**src/rtl/seven_seg_scan_ctrl.sv**
```systemverilog
// Multiplexed N-digit seven-segment refresh scheduler with shadow/active buffers and tear-free commit.
// Optional per-digit PWM dimming is enabled by defining SEVEN_SEG_BRIGHTNESS_PWM_EN.
module seven_seg_scan_ctrl #(
  parameter  int NUM_DIGITS = 4,
  parameter  int DWELL      = 40000,
  parameter  int BLANK      = 16,
  parameter  int CBITS      = 16,
  localparam int AW         = $clog2(NUM_DIGITS)
) (
  input  logic                  clk,
  input  logic                  rst,
  input  logic                  en,
  input  logic                  wr_valid,
  output logic                  wr_ready,
  input  logic [AW-1:0]         wr_addr,
  input  logic [6:0]            wr_data,
  input  logic                  commit,
  output logic                  commit_pending,
  output logic [6:0]            segment,
  output logic [NUM_DIGITS-1:0] digit_en,
  output logic                  frame_tick
`ifdef SEVEN_SEG_BRIGHTNESS_PWM_EN
  ,
  input  logic [3:0]            brightness
`endif
);

  typedef enum logic [1:0] {S_OFF = 2'd0, S_BLANK = 2'd1, S_DRIVE = 2'd2} state_t;

  localparam logic [CBITS-1:0] CNT_ONE    = CBITS'(1);
  localparam logic [CBITS-1:0] BLANK_LAST = CBITS'(BLANK - 1);
  localparam logic [CBITS-1:0] DWELL_LAST = CBITS'(DWELL - 1);
  localparam logic [AW-1:0]    IDX_ONE    = AW'(1);
  localparam logic [AW-1:0]    IDX_LAST   = AW'(NUM_DIGITS - 1);
  // With no blanking every slot boundary lands straight in DRIVE.
  localparam state_t           FIRST_SLOT = (BLANK == 0) ? S_DRIVE : S_BLANK;

  state_t                  state_r, state_n;
  logic [CBITS-1:0]        cnt_r, cnt_n;
  logic [AW-1:0]           idx_r, idx_n;
  logic                    pending_r, pending_n;
  logic                    wrap_s, apply_s, wr_fire_s;
  logic [6:0]              shadow_r [NUM_DIGITS];
  logic [6:0]              active_r [NUM_DIGITS];
  logic [6:0]              seg_n;
  logic [NUM_DIGITS-1:0]   dig_n;
  logic                    tick_n;

  // Next-state, slot counter and digit index sequencing.
  always_comb begin
    state_n = state_r;
    cnt_n   = cnt_r;
    idx_n   = idx_r;
    wrap_s  = 1'b0;
    if (!en) begin
      state_n = S_OFF;
      cnt_n   = '0;
      idx_n   = '0;
    end else begin
      case (state_r)
        S_OFF: begin
          state_n = FIRST_SLOT;
          cnt_n   = '0;
          idx_n   = '0;
        end
        S_BLANK: begin
          if (cnt_r == BLANK_LAST) begin
            state_n = S_DRIVE;
            cnt_n   = '0;
          end else begin
            cnt_n = cnt_r + CNT_ONE;
          end
        end
        S_DRIVE: begin
          if (cnt_r == DWELL_LAST) begin
            state_n = FIRST_SLOT;
            cnt_n   = '0;
            if (idx_r == IDX_LAST) begin
              idx_n  = '0;
              wrap_s = 1'b1;
            end else begin
              idx_n = idx_r + IDX_ONE;
            end
          end else begin
            cnt_n = cnt_r + CNT_ONE;
          end
        end
        default: begin
          state_n = S_OFF;
          cnt_n   = '0;
          idx_n   = '0;
        end
      endcase
    end
  end

  // Commit bookkeeping and next registered output values.
  always_comb begin
    apply_s   = pending_r && ((state_r == S_OFF) || wrap_s);
    wr_fire_s = wr_valid && wr_ready && (int'(wr_addr) < NUM_DIGITS);
    if (apply_s) begin
      pending_n = 1'b0;
    end else if (commit) begin
      pending_n = 1'b1;
    end else begin
      pending_n = pending_r;
    end
    seg_n  = 7'd0;
    dig_n  = '0;
    tick_n = 1'b0;
    if (state_n == S_DRIVE) begin
      // The digit entered on a wrap edge must already see the new frame.
      seg_n  = apply_s ? shadow_r[idx_n] : active_r[idx_n];
      tick_n = (idx_n == '0) && (cnt_n == '0);
`ifdef SEVEN_SEG_BRIGHTNESS_PWM_EN
      if (cnt_n[3:0] <= brightness) begin
        dig_n[idx_n] = 1'b1;
      end else begin
        dig_n = '0;
      end
`else
      dig_n[idx_n] = 1'b1;
`endif
    end else begin
      seg_n = 7'd0;
    end
  end

  // Scan state registers.
  always_ff @(posedge clk or posedge rst) begin
    if (rst) begin
      state_r   <= S_OFF;
      cnt_r     <= '0;
      idx_r     <= '0;
      pending_r <= 1'b0;
    end else begin
      state_r   <= state_n;
      cnt_r     <= cnt_n;
      idx_r     <= idx_n;
      pending_r <= pending_n;
    end
  end

  // Shadow and active pattern buffers.
  always_ff @(posedge clk or posedge rst) begin
    if (rst) begin
      shadow_r <= '{default: 7'd0};
      active_r <= '{default: 7'd0};
    end else begin
      if (wr_fire_s) begin
        shadow_r[wr_addr] <= wr_data;
      end
      if (apply_s) begin
        active_r <= shadow_r;
      end
    end
  end

  // Registered display and handshake outputs.
  always_ff @(posedge clk or posedge rst) begin
    if (rst) begin
      segment        <= 7'd0;
      digit_en       <= '0;
      frame_tick     <= 1'b0;
      commit_pending <= 1'b0;
      wr_ready       <= 1'b1;
    end else begin
      segment        <= seg_n;
      digit_en       <= dig_n;
      frame_tick     <= tick_n;
      commit_pending <= pending_n;
      wr_ready       <= !pending_n;
    end
  end

endmodule

```
**config.mk**
```make
export PLATFORM = sky130hd
export DESIGN_NAME = seven_seg_scan_ctrl
export DESIGN_NICKNAME = d
export VERILOG_FILES = /design/src/rtl/seven_seg_scan_ctrl.sv
export SDC_FILE = /design/constraint.sdc
export NUM_CORES = 1
export LEC_CHECK = 0
export ABC_CLOCK_PERIOD_IN_PS = 6600
export CORE_AREA = 4 4 102 104
export CTS_CLUSTER_SIZE = 28
export DETAILED_ROUTE_END_ITERATION = 6
export DIE_AREA = 0 0 106 108
export PLACE_DENSITY = 0.63
export SYNTH_ARGS = -nofsm -noshare
export SYNTH_HDL_FRONTEND = slang
export SYNTH_SLANG_ARGS = --single-unit
```
**constraint.sdc**
```tcl
create_clock -name clk -period 6.6 [get_ports clk]
set_clock_uncertainty 0.05 [all_clocks]
set_input_delay 1.32 -clock clk [delete_from_list [all_inputs] [get_ports clk]]
set_output_delay 1.32 -clock clk [all_outputs]
set_load 0.005 [all_outputs]
```
# ---- After elaboration in Yosys (flattened, before gate mapping)
# Index checks and enable logic that the tools add are counted.
dict set report totals {
  ff_bits 90
  wordCells 74
  output_inout_bits 14
}
dict set report op_classes {
  magnitude_cmp 5
  bitwise_logic 2
  add_sub_neg 2
  eq_ne 6
  mux 33
  n_reduce_logical 10
}
# cell count
set ops {}
lappend ops {{$mux 7} 7}
lappend ops {{$mux 16} 3}
lappend ops {{$pmux 16 s2} 1}
lappend ops {{$bmux 7 s2} 2}
lappend ops {{$bwmux 28} 1}
lappend ops {{$add 16x1->16 const B} 1}
lappend ops {{$eq 16x16->1 const B} 1}
lappend ops {{$eq 16x4->1 const B} 1}
lappend ops {{$logic_not 16->1} 1}
lappend ops {{$demux 7 s2} 1}
lappend ops {{$mux 2} 6}
lappend ops {{$mux 1} 8}
lappend ops {{$eq 2x2->1 const B} 3}
lappend ops {{$ge 3x3->1 const B} 2}
lappend ops {{$not 2->3} 2}
lappend ops {{$pmux 2 s3} 1}
lappend ops {{$logic_and 1x1->1} 5}
lappend ops {{$logic_not 2->1} 2}
lappend ops {{$mux 4} 1}
lappend ops {{$pmux 2 s2} 1}
lappend ops {{$lt 2x3->1 const B} 1}
lappend ops {{$lt 3x1->1 const B} 1}
lappend ops {{$add 2x1->2 const B} 1}
lappend ops {{$demux 1 s2} 1}
lappend ops {{4 further kinds} 4}

# ---- Depth between registers and ports, before layout
# Gate-level depths: netlist of the first run.
dict set report logic_depth {
  depth_word 11
  mapped_depth 9
  depth_no_buf 8
}

# ---- Worst setup path after synthesis of the first run
# No wires, ideal clock.
dict set report synth_timing {
  kind {register to register}
  startpoint {register cnt_r[7]}
  endpoint {register segment[0]}
  path_slack_ns 4.047
  period_less_slack_ns 2.553
  stages_incl_launch_ff 7
  arrival_ns 2.381
  n_path_buf 0
  cell_sequence {dfrtp_1 or4_4 nor4_4 mux2_2 a21oi_2 nand4b_1 o2111a_1}
}
dict set report synth_between {
  elab_chain_len 10
}
# element line_no
set synth_rtl {}
lappend synth_rtl {{start: declaration} 39} ;# logic [CBITS-1:0] cnt_r, cnt_n;
lappend synth_rtl {{start signal: assignment} 138} ;# cnt_r <= cnt_n;
lappend synth_rtl {{$eq 16x16->1 *} 75} ;# if (cnt_r == DWELL_LAST) begin
lappend synth_rtl {{$mux 2 *} 75}
lappend synth_rtl {{$pmux 2 s2 *} 60} ;# case (state_r)
lappend synth_rtl {{$mux 2 *} 55} ;# if (!en) begin
lappend synth_rtl {{via idx_n[1]} 40} ;# logic [AW-1:0] idx_r, idx_n;
lappend synth_rtl {{$not 2->3 (not written as such) *} 113} ;# seg_n = apply_s ? shadow_r[idx_n] : active_r[idx_n];
lappend synth_rtl {{$bmux 7 s2} 113}
lappend synth_rtl {{$mux 7 (not written as such) (2 in series)} 113}
lappend synth_rtl {{$mux 7 *} 113}
lappend synth_rtl {{$mux 7 *} 111} ;# if (state_n == S_DRIVE) begin
lappend synth_rtl {{via seg_n[0]} 45} ;# logic [6:0] seg_n;
lappend synth_rtl {{end signal: assignment} 168} ;# segment <= seg_n;
lappend synth_rtl {{end: declaration} 19} ;# output logic [6:0] segment,
# Mark *: on every way through the listed nets, which the timed path passes. The rest lies on a longest branch. The select of a mux whose other input is x is not followed.
# A chain may end at the register's enable or synchronous reset.

# ---- Worst setup path in the final report of the first run
dict set report layout_timing {
  startpoint {register cnt_r[1]}
  endpoint {register segment[3]}
}
dict set report layout_between {
  elab_chain_len 10
}
# element line_no
set layout_rtl {}
lappend layout_rtl {{$eq 16x16->1} 75}
lappend layout_rtl {{$mux 2} 75}
lappend layout_rtl {{$pmux 2 s2} 60}
lappend layout_rtl {{$mux 2} 55}
lappend layout_rtl {{$not 2->3 (not written as such)} 113}
lappend layout_rtl {{$bmux 7 s2} 113}
lappend layout_rtl {{$mux 7 (not written as such) (2 in series)} 113}
lappend layout_rtl {{$mux 7} 113}
lappend layout_rtl {{$mux 7 *} 111}
lappend layout_rtl {{via seg_n[3]} 45}
# Marks and branches as above.

==> results.toml, run 1 <==
[synth]
postSynthCellCount = 407
synthesis.nets = 427
syn_avg_cell_area_um2 = 10.4
synth_common_cells = "nand2_1, dfrtp_1, mux2_2"
synth_most_common_cell = "nand2_1"
synth-seq-area-share_pct = 53.4
synth_area_leaders = "dfrtp_1, nand2_1, mux2_2"
ys_types = 49
ys_seq_elements = 90
async_flop_share_pct = 100
synth_top_area_share_pct = 52.8
synth_area_mm2 = 0.00422
synth_edf_count = 0
synthFlopType = "dfrtp_1"
ys.warnings.count = 0
yosysTopAreaCell = "dfrtp_1"

[floorplanning]
die_w_um = 106
num_rows = 36
core_area_mm2 = 0.00955
io_pins = 28
initial_core_util_pct = 44.2
die-area_mm2 = 0.0114
fp.dieH_um = 108

[timing]
relSlewSlack_pct = 19.5
tns_ns = 0
holdWs_ns = 0.416
setup_viol = 0
finalHoldViolCount = 0
max_clock_freq_mhz = 290
fin_crit_ns = 3.44
drv_slew = 0
rsz0062_at_grt = "false"
post-route-period-util_pct = 52.2
tightest_slew_ns = 1.21

[place]
io_buffers = 27
dp_hpwl_mm = 6.08
place.gp.congestion = 0.765

[clocking]
clkTransAtPathRegs_ns = 0.09
cts_inserted_buffers = 9
clock_path_buffers = 2
worstSkewPairLatency_ns = 0.36
clock-sinks = 90
cts_hold_buffers = 0
root_buffer = "clkbuf_8"
post_cts_resized = 0
cts_tree = "yes"
cts.htree.levels = 3
post_cts_buffers = 0

[layout]
antenna-diode-count = 0
fill_cells = 912
finalNetCount = 447
fin_util_pct = 49.9
drive_gt1_share_pct = 13.7
syn_to_final_growth_pct = 13.0

[setup_path]
cp_num_cells = 6
cp_cell_sequence = "ha_1 > nand3_1 > or4_4 > o31ai_4 > or2_1 > o2111a_1"
crit_slowest_cell = "o31ai_4"
worstPathArrival_ns = 3.69
cpPeakStageDelay_ns = 1.04
r2r-end = "segment[3]"
endpoint_kind = "flop"
cp_num_buf_inv = 0
rr_worst_depth = 6
cp.required_ns = 6.84
setup.worst_path.class = "flop to flop"
startpoint = "cnt_r[1]"
crit_fanout = 30
r2r_slack_ns = 3.16
cpLargestDelayFamily = "simple AND/OR/NAND/NOR gates"
cp-start-kind = "flop"
r2r_start = "cnt_r[1]"

[run]
cap_violations = 0

[drt]
totalWireLength_mm = 9.08
ant_nets = 0
drc_errors = 0
drtIter0Drc = 138
post_drt_wl_per_cell_um = 16.1
vias = 3029
vias_per_cell = 5.37
drtPass1Iterations = 4

[hold_path]
hp-start = "shadow_r[5]"
hold_end = "active_r[5]"
hold_path_depth = 2
hold_path_class = "flop to flop"

[global_route]
grt_pass1_wl_mm = 15.3
gr-total-overflow = 0
grtUsageMet1_pct = 23.2
antenna_found_initial = 0
grt.busiest_layer = "met2"
use_met2_pct = 25.8
grt_max_degree = 91
grt_pass1_vias = 3053
grt_usage_pct = 16.9
use_met3_pct = 3.40

[run_status]
outcome = "completed"

[pwr]
leakage_uw = 0.00207
peakVddDrop_uv = 143
p_per_area_mw_per_mm2 = 297
[logic make-up (layout without fill, tap and decap cells)]
group                      count (synthesis)  count (layout)  synth area share, %
and+or+nand+nor                          196             196                 22.4
DFF                                       90              90                 53.4
AOI/OAI and AO/OA                         36              36                 6.80
muxes                                     32              32                 8.61
buffers and inverters                     30              54                 3.44
xor gates and xnor gates                  17              17                 3.53
adders and majority gates                  6               6                 1.78
[flip-flops by register name, summed over array words and instances (netlist names)]
name,flops
digit_en,4
frame_tick,1
cnt_r,16
wr_ready,1
segment,7
active_r,28
commit_pending,1
shadow_r,28
state_r,2
idx_r,2
[per-stage QoR]
| stage | power, µW | cell area (µm²) | cells | setup WS (ns) |
|---|---|---|---|---|
| after floorplan | 974 | 4220 | 407 | 2.90 |
| after global placement | 1040 | 4580 | 549 | 2.92 |
| after detailed placement | 1060 | 4580 | 549 | 2.82 |
| after CTS | 1430 | 4770 | 564 | 3.16 |
| after global routing | 1510 | 4770 | 564 | 2.82 |
| final | 1420 | 4770 | 564 | 3.16 |
[placed cells by master (no fill, tap or decap), types with 2 or more instances in the layout]
cell type        Yosys  final
nand2_1            100    100
dfrtp_1             89     89
mux2_2              30     30
clkdlybuf4s50_1      0     27
nand3_1             23     23
nor2_1              23     23
o21ai_0             12     12
xnor2_1             10     10
nand4b_1             9      9
inv_1               10      9
clkbuf_8             0      9
nand4_1              8      8
o2111a_1             7      7
xor2_1               7      7
and3_1               6      6
nor3_1               7      6
ha_1                 6      6
nor4_1               3      3
or3_1                3      3
or4_4                2      2
or4_1                2      2
o41ai_1              2      2
and2_1               2      2
a21oi_2              2      2
nor2b_1              2      2
a21oi_1              2      2
inv_6                0      2
clkinvlp_4           0      2
buf_4                3      2
[per-layer routing]
metal,wire (µm),up-vias
li1,-,1447
met1,4280,1497
met2,4260,67
met3,304,18
met4,240,0
met5,0,-
[tightest hold or removal path: stages (launching register included)]
cell and delay, ns:
dfrtp_1 0.35, nand2_1 0.05, nand2_1 0.05
[power by group]
part	switching, µW	internal (µW)	total (µW)
Sequential	89.9	708	798
Clock	199	176	375
Combinational	124	119	243
Total	413	1000	1420
[worst max-delay path by stage]
stage                              to  slack (ns)
after global routing       segment[0]        2.82
after floorplan           active_r[0]        2.90
final                      segment[3]        3.16
after detailed placement   segment[3]        2.82
after CTS                  segment[3]        3.16
after global placement     segment[5]        2.92
[area by class of cell]
class | count | area (µm²) | share of cell area (%)
Multi-Input combinational cell | 287 | 1830 | 38.4
Tap cell | 133 | 166 | 3.49
Sequential cell | 90 | 2250 | 47.3
Timing Repair Buffer | 29 | 285 | 5.99
Inverter | 10 | 38.8 | 0.814
Clock buffer | 10 | 128 | 2.68
Clock inverter | 5 | 62.6 | 1.31
(Power assumes the default switching activity.)
==> run 2: changes to the inputs <==
--- a/config.mk
+++ b/config.mk
@@ -5,7 +5,7 @@
 export SDC_FILE = /design/constraint.sdc
 export NUM_CORES = 1
 export LEC_CHECK = 0
-export ABC_CLOCK_PERIOD_IN_PS = 6600
+export ABC_CLOCK_PERIOD_IN_PS = 3300
 export CORE_AREA = 4 4 102 104
 export CTS_CLUSTER_SIZE = 28
 export DETAILED_ROUTE_END_ITERATION = 6
==> constraint.sdc (replaced) <==
create_clock -name clk -period 3.3 [get_ports clk]
set_clock_uncertainty 0.05 [all_clocks]
set_input_delay 0.66 -clock clk [delete_from_list [all_inputs] [get_ports clk]]
set_output_delay 0.66 -clock clk [all_outputs]
set_load 0.005 [all_outputs]
==> results.toml, run 2 (synthesized netlist as in run 1, its figures left out) <==
[clocking]
clock_path_buffers = 2
post_cts_resized = 0
post_cts_buffers = 0
root_buffer = "clkbuf_8"
cts_hold_buffers = 0
cts_inserted_buffers = 9
cts.htree.levels = 3
worstSkewPairLatency_ns = 0.37
cts_tree = "yes"
clkTransAtPathRegs_ns = 0.10
clock-sinks = 90

[timing]
rsz0062_at_grt = "false"
post-route-period-util_pct = 87.5
max_clock_freq_mhz = 346
fin_crit_ns = 2.89
drv_slew = 0
setup_viol = 0
tns_ns = 0
relSlewSlack_pct = 58.1
finalHoldViolCount = 0
tightest_slew_ns = 0.627

[global_route]
grt_pass1_wl_mm = 15.6
grt_max_degree = 70
gr-total-overflow = 0
grt_usage_pct = 17.4
antenna_found_initial = 0
grt_pass1_vias = 3170

[setup_path]
setup.worst_path.class = "flop to flop"
r2r-end = "segment[5]"
r2r_start = "cnt_r[7]"
worstPathArrival_ns = 3.09
r2r_slack_ns = 0.41
cp-start-kind = "flop"
crit_fanout = 9
cp.required_ns = 3.50
startpoint = "cnt_r[7]"
rr_worst_depth = 6
cp-endpoint = "segment[5]"
endpoint_kind = "flop"

[floorplanning]
num_rows = 36
core_area_mm2 = 0.00955
initial_core_util_pct = 44.2
die_w_um = 106
io_pins = 28
fp.dieH_um = 108
die-area_mm2 = 0.0114

[drt]
post_drt_wl_per_cell_um = 15.9
drc_errors = 0
vias = 3017
drtIter0Drc = 154
totalWireLength_mm = 9.10
vias_per_cell = 5.28
ant_nets = 0
drtPass1Iterations = 4

[layout]
finalNetCount = 453
fill_cells = 859
regArea_mm2 = 0.00225
syn_to_final_growth_pct = 14.7
final_common_cell = "nand2_1"
reg_top3 = "active_r: 28 flops, shadow_r: 28 flops, cnt_r: 16 flops"
drive_gt1_share_pct = 15.1
antenna-diode-count = 0
multi_input_area_mm2 = 0.00183
layout_common_cells = "nand2_1, dfrtp_1, mux2_2, clkdlybuf4s50_1"
final_area_mm2 = 0.00483

[place]
place.gp.congestion = 0.890
io_buffers = 27
placed_area_mm2 = 0.00464
dp_hpwl_mm = 6.47

[run_status]
outcome = "completed"

[pwr]
peakVddDrop_uv = 340
leakage_uw = 0.00211
p_per_area_mw_per_mm2 = 586

[run]
cap_violations = 0

[hold_path]
hold_path_class = "flop to flop"
run 2: worst min path at each step:
| stage | from | endpoint | slack, ns | depth (start not counted) |
|---|---|---|---|---|
| after floorplan | shadow_r[0] | active_r[0] | 0.38 | 2 |
| after global placement | shadow_r[16] | active_r[16] | 0.40 | 2 |
| after detailed placement | shadow_r[16] | active_r[16] | 0.40 | 2 |
| after CTS | shadow_r[16] | active_r[16] | 0.42 | 2 |
| after global routing | shadow_r[1] | active_r[1] | 0.44 | 2 |
| final | shadow_r[14] | active_r[14] | 0.42 | 2 |
run 2: cell type report:
class,count,share of cell area (%)
Clock buffer,9,2.56
Sequential cell,90,46.6
Multi-Input combinational cell,287,37.8
Inverter,10,0.802
Timing Repair Buffer,35,7.35
Tap cell,133,3.44
Clock inverter,7,1.45
run 2: stage by stage:
step	power [µW]	worst slack, ns	utilization (%)	cells	hold slack [ns]
after floorplan	1950	0.256	-	407	0.383
final	2830	0.412	50.6	571	0.425
after CTS	2880	0.432	50.6	571	0.423
after global routing	3010	0.289	50.6	571	0.437
after global placement	2110	0.527	48.6	555	0.396
after detailed placement	2130	0.443	48.6	555	0.399
run 2: worst max-delay path: stages (launching register included):
cell      delay (ns)
dfrtp_1         0.44
or4_4           0.59
nor4_4          0.48
mux2_2          0.48
a21oi_2         0.41
nand4b_1        0.15
o2111a_1        0.17
run 2: power by group:
group	internal [µW]	switching, µW	total, µW
registers	1420	175	1590
logic	254	253	508
clock network	293	441	734
total	1960	869	2830
run 2: per-layer routing:
metal  GRT usage [%]  up-vias  routed length (µm)
met2            28.7       57                4520
li1                -     1465                   -
met3            2.99       13                 343
met5               0        -                   0
met4            7.12        0                 155
met1            23.1     1482                4080
